## src/rtl/wb_reg_arbiter.sv

```systemverilog
// Round-robin Wishbone arbiter: N masters share one 32-bit register slave segment,
// with a stall timeout that aborts cycles the slaves never acknowledge.
module wb_reg_arbiter #(
  parameter int unsigned C_NUM_MASTERS = 4,
  parameter int unsigned C_TIMEOUT     = 255
) (
  input  logic                          wb_clk_i,
  input  logic                          wb_rst_i,
  input  logic [C_NUM_MASTERS-1:0]      m_cyc_i,
  input  logic [C_NUM_MASTERS-1:0]      m_stb_i,
  input  logic [C_NUM_MASTERS-1:0]      m_we_i,
  input  logic [4*C_NUM_MASTERS-1:0]    m_sel_i,
  input  logic [32*C_NUM_MASTERS-1:0]   m_adr_i,
  input  logic [32*C_NUM_MASTERS-1:0]   m_dat_i,
  output logic [31:0]                   m_dat_o,
  output logic [C_NUM_MASTERS-1:0]      m_ack_o,
  output logic [C_NUM_MASTERS-1:0]      m_err_o,
  output logic                          s_cyc_o,
  output logic                          s_stb_o,
  output logic                          s_we_o,
  output logic [3:0]                    s_sel_o,
  output logic [31:0]                   s_adr_o,
  output logic [31:0]                   s_dat_o,
  input  logic [31:0]                   s_dat_i,
  input  logic                          s_ack_i,
  input  logic                          s_err_i,
  output logic [C_NUM_MASTERS-1:0]      grant_o
);

  localparam int unsigned N  = C_NUM_MASTERS;
  localparam int unsigned LW = (N > 1) ? $clog2(N) : 1;

  localparam logic [1:0] ST_IDLE  = 2'd0;
  localparam logic [1:0] ST_OWN   = 2'd1;
  localparam logic [1:0] ST_ABORT = 2'd2;

  localparam logic [15:0] TO_LAST = 16'(C_TIMEOUT - 1);

  logic [1:0]    state;
  logic [N-1:0]  grant;
  logic [LW-1:0] last;
  logic [15:0]   to_cnt;

  logic          win_found;
  logic [LW-1:0] win_idx;
  logic [LW-1:0] cand;

  logic          own_cyc;
  logic          own_stb;
  logic          own_we;
  logic [3:0]    own_sel;
  logic [31:0]   own_adr;
  logic [31:0]   own_dat;

  logic          owning;
  logic          timeout_hit;

  // Round-robin search starting just after the previous owner, wrapping modulo N.
  always_comb begin
    win_found = 1'b0;
    win_idx   = '0;
    cand      = '0;
    for (int unsigned i = 0; i < N; i++) begin
      cand = LW'((32'(last) + 32'd1 + i) % N);
      if (!win_found && m_cyc_i[cand]) begin
        win_found = 1'b1;
        win_idx   = cand;
      end
    end
  end

  // AND-OR mux on the registered one-hot grant; all zero when nobody owns the bus.
  always_comb begin
    own_cyc = 1'b0;
    own_stb = 1'b0;
    own_we  = 1'b0;
    own_sel = '0;
    own_adr = '0;
    own_dat = '0;
    for (int unsigned i = 0; i < N; i++) begin
      if (grant[i]) begin
        own_cyc = own_cyc | m_cyc_i[i];
        own_stb = own_stb | m_stb_i[i];
        own_we  = own_we  | m_we_i[i];
        own_sel = own_sel | m_sel_i[4*i +: 4];
        own_adr = own_adr | m_adr_i[32*i +: 32];
        own_dat = own_dat | m_dat_i[32*i +: 32];
      end
    end
  end

  assign owning      = (state == ST_OWN);
  // An ack or err in the final stalled cycle takes precedence over the abort.
  assign timeout_hit = owning && own_cyc && own_stb && !s_ack_i && !s_err_i &&
                       (to_cnt == TO_LAST);

  assign s_cyc_o = owning & own_cyc;
  assign s_stb_o = owning & own_stb;
  assign s_we_o  = own_we;
  assign s_sel_o = own_sel;
  assign s_adr_o = own_adr;
  assign s_dat_o = own_dat;

  assign m_ack_o = owning ? (grant & {N{s_ack_i}}) : '0;
  assign m_err_o = owning ? (grant & {N{s_err_i | timeout_hit}}) : '0;
  assign m_dat_o = (|grant) ? s_dat_i : '0;
  assign grant_o = grant;

  always_ff @(posedge wb_clk_i or posedge wb_rst_i) begin
    if (wb_rst_i) begin
      state  <= ST_IDLE;
      grant  <= '0;
      last   <= LW'(N - 1);
      to_cnt <= '0;
    end else begin
      to_cnt <= (!s_stb_o || s_ack_i || s_err_i) ? '0 : to_cnt + 16'd1;
      case (state)
        ST_IDLE: begin
          if (win_found) begin
            state <= ST_OWN;
            grant <= {{(N-1){1'b0}}, 1'b1} << win_idx;
            last  <= win_idx;
          end else begin
            grant <= '0;
          end
        end
        ST_OWN: begin
          if (!own_cyc) begin
            state <= ST_IDLE;
            grant <= '0;
          end else if (timeout_hit) begin
            state <= ST_ABORT;
          end
        end
        ST_ABORT: begin
          if (!own_cyc) begin
            state <= ST_IDLE;
            grant <= '0;
          end
        end
        default: begin
          state <= ST_IDLE;
          grant <= '0;
        end
      endcase
    end
  end

endmodule

```

## config.mk

```make
export PLATFORM = sky130hd
export DESIGN_NAME = wb_reg_arbiter
export DESIGN_NICKNAME = d
export VERILOG_FILES = /design/src/rtl/wb_reg_arbiter.sv
export SDC_FILE = /design/constraint.sdc
export NUM_CORES = 1
export LEC_CHECK = 0
export BUFFER_PORTS_ARGS = -buffer_cell sky130_fd_sc_hd__buf_4
export CORE_AREA = 3 3 168 170
export CTS_CLUSTER_SIZE = 30
export DETAILED_ROUTE_END_ITERATION = 12
export DIE_AREA = 0 0 171 173
export GPL_TIMING_DRIVEN = 0
export PLACE_DENSITY = 0.36
export RECOVER_POWER = 25
export SYNTH_ARGS = -nofsm -noshare
export SYNTH_HDL_FRONTEND = slang
export SYNTH_SLANG_ARGS = --single-unit
```

## constraint.sdc

```tcl
create_clock -name wb_clk_i -period 1.9 [get_ports wb_clk_i]
set_input_delay 0.095 -clock wb_clk_i [delete_from_list [all_inputs] [get_ports wb_clk_i]]
set_output_delay 0.095 -clock wb_clk_i [all_outputs]
set_load 0.005 [all_outputs]
```

==> reports/metrics.yaml <==
sta:
  finClkSkew_ns: 0.00707
  period_minus_slack_ns: 1.97
  slew_viol_final: 0
  fmax_mhz: 507
  setup_ws_ns: -0.0709
  hold_violations: 0
  relSlewSlack_pct: 31.0
  rsz0062_at_grt: "true"
  tightest_slew_ns: 1.03
  period_share_pct: 104
  setup_viol: 4
route:
  drc: 0
  vias_per_cell: 4.23
  ant_nets: 0
  wl_per_cell_um: 23.7
  drtPass1Iterations: 5
  finalWirelength_um: 29200
  dr.first_iter.drc_count: 295
  via_count: 5216
worst_setup_path:
  reg2reg_to: "state[0]"
  crit_path_end_kind: "output pin"
  r2r_slack_ns: 0.02
  ff2ff_path_depth: 7
  r2r-start: "state[1]"
  path_max_fanout: 4
  start_kind: "flop"
  critical_path_class: "reg2out"
  cp_data_required_time_ns: 1.80
  cp.arrival_ns: 1.88
die:
  row_count: 60
  dieArea_um2: 29600
  top_level_ports: 435
  die_y_um: 173
  die-width_um: 171
  start_util_pct: 11.5
  core_area_um2: 26900
clocking:
  cts_made_buffers: 3
  clockBufferDepth: 2
  cts-root-buf: "clkbuf_16"
  cts_tree: "yes"
  cts.clk_slew.worst_paths_ns: 0.07
  clock_latency_ns: 0.26
  htree_levels: 1
  cts_sinks: 24
placed_design:
  dp_cells: 1214
  hpwl_um: 25000
  gp_congestion: 0.853
  io_buffers: 434
  placed_area_um2: 6780
status:
  violations: "setup timing"
  status: "complete, but fails checks"
finish:
  syn_to_final_growth_pct: 133
  layout-drive-gt1-share_pct: 57.4
  final_cells: 1234
  layout.nets: 1215
  final_area_um2: 7200
min_path:
  hp-class: "in2async"
global_routing:
  grt_max_degree: 25
  grt_pass1_wl_um: 39400
  globalRouteTotalUtil_pct: 18.3
  antenna_found_initial: 7
  grt_overflow_total: 0
  grt_pass1_vias: 5469
yosys:
  synth_nets: 764
  yosysWarnings: 0
  async_flop_share_pct: 100
  netlist_instances: 439
  ys.flop_type: "dfrtp_1"
  yosysUniqueCellTypes: 44
  ys_seq_area_share_pct: 19.5
  syn_area_per_cell_um2: 7.04
  synth_edf_count: 0
  netlist_area_um2: 3090
  ys_ff_latch: 24
power:
  power_leakage_nw: 3.66
  vdd_drop_max_v: 0.000406
  cellPowerDensity_nw_per_um2: 1380
run:
  maxCapViolations: 0
## critical path, cell delays in order, from the launching register on
cell	delay, ns
dfrtp_1	0.39
inv_2	0.08
ha_4	0.13
or3b_4	0.39
a211oi_4	0.23
a31oi_4	0.15
nor2_1	0.12
buf_4	0.12
## final cells by class
cell class	count	area, um2
Multi-Input combinational cell	370	2410
Inverter	7	26.3
Buffer	38	274
Tap cell	341	427
Clock buffer	3	75.1
Sequential cell	24	607
Clock inverter	1	30.0
Timing Repair Buffer	446	3350
Antenna cell	4	10.0
Fill cell	3009	19700
## cells in the final DEF (no fill, tap or decap), types with 4 or more instances in the layout
| cell | instances |
|---|---|
| ha_1 | 4 |
| and3_1 | 5 |
| clkbuf_2 | 17 |
| a21oi_1 | 7 |
| nand2_1 | 91 |
| diode_2 | 4 |
| nor2b_1 | 32 |
| nor2_1 | 17 |
| inv_1 | 6 |
| clkbuf_4 | 6 |
| a22oi_1 | 138 |
| xnor2_1 | 5 |
| o31ai_1 | 4 |
| clkbuf_8 | 7 |
| nand4_1 | 4 |
| dfrtp_1 | 19 |
| a22oi_2 | 4 |
| buf_4 | 450 |
| o21ai_0 | 8 |
## per-stage QoR
stage                     util [%]  hold WS (ns)  TNS (ns)  setup WS (ns)  total power [mW]
after CTS                     26.6         0.133    -0.280        -0.0661              10.1
final                         26.8        0.0899    -0.269        -0.0709              9.97
after detailed placement      25.2         0.413    -31.01         -0.673              8.89
after floorplan                  -         0.108         0         0.0833              3.71
after global routing          26.8         0.200    -0.715         -0.190              10.8
after global placement        25.2         0.405    -32.82         -0.680              8.94
## logic make-up after synthesis
group                    synth area share, %
XOR/XNOR                                2.27
adder cells (fa/ha/maj)                 2.02
multiplexers                           0.648
flip-flops                              19.5
AND/OR/NAND/NOR                         28.0
buffers and inverters                   5.46
AO/OA/AOI/OAI                           42.1
## repair_timing
item | in CTS | in global routing
hold buffers | 0 | 0
resized for setup | 69 | 19
endpoints found under the setup margin | 119 | 74
gates cloned | 1 | 0
pin swaps | 8 | 0
buffers inserted | 9 | 2
## routing by layer
metal	vias to the layer above	wire (um)	GRT usage, %
met4	6	81	0.905
met1	2371	11900	23.2
met2	252	13400	30.1
li1	2575	-	-
met5	-	32	0
met3	12	3850	8.23
## cell usage after synthesis (2+ instances only)
cell	number	area [um2]
nand2_1	91	342
nand2b_1	3	18.8
xor2_1	3	26.3
nor3_1	3	15.0
and3_1	5	31.3
o31ai_1	4	30.0
buf_1	3	11.3
dfrtp_1	22	551
a21boi_0	3	22.5
a21oi_1	7	35.0
nand3_1	4	20.0
ha_1	5	62.6
dfstp_2	2	52.6
nand4_1	4	25.0
mux2i_1	2	20.0
a211o_1	2	17.5
a22oi_1	142	1070
a31o_2	2	17.5
nor4_1	4	25.0
a211oi_1	2	15.0
o21ai_0	9	45.0
clkbuf_1	35	131
nor2_1	17	63.8
nor2b_1	32	200
inv_1	7	26.3
xnor2_1	5	43.8
a31oi_1	2	12.5
or3_1	3	18.8
## registers in the layout, indices dropped and copies added, names as in the netlist
name and count:
to_cnt 16, grant_o 4, last 2, state 2
## report_power, final
group / internal, mW / switching (mW) / leakage (nW)
combinational: 4.07 / 4.56 / 3.29
sequential: 0.608 / 0.121 / 0.320
clock: 0.419 / 0.189 / 0.0511
## how the worst max path moves through the flow
stage / startpoint / to / slack, ns / cells past startpoint
after floorplan: state[1] / state[0] / 0.08 / 6
after CTS: state[1] / m_err_o[2] / -0.07 / 7
after global placement: grant_o[1] / s_dat_o[0] / -0.68 / 5
after detailed placement: grant_o[1] / s_dat_o[0] / -0.67 / 5
final: state[1] / m_err_o[1] / -0.07 / 7
after global routing: state[1] / m_err_o[3] / -0.19 / 7
Note: power is estimated with default switching activity, not from simulation.
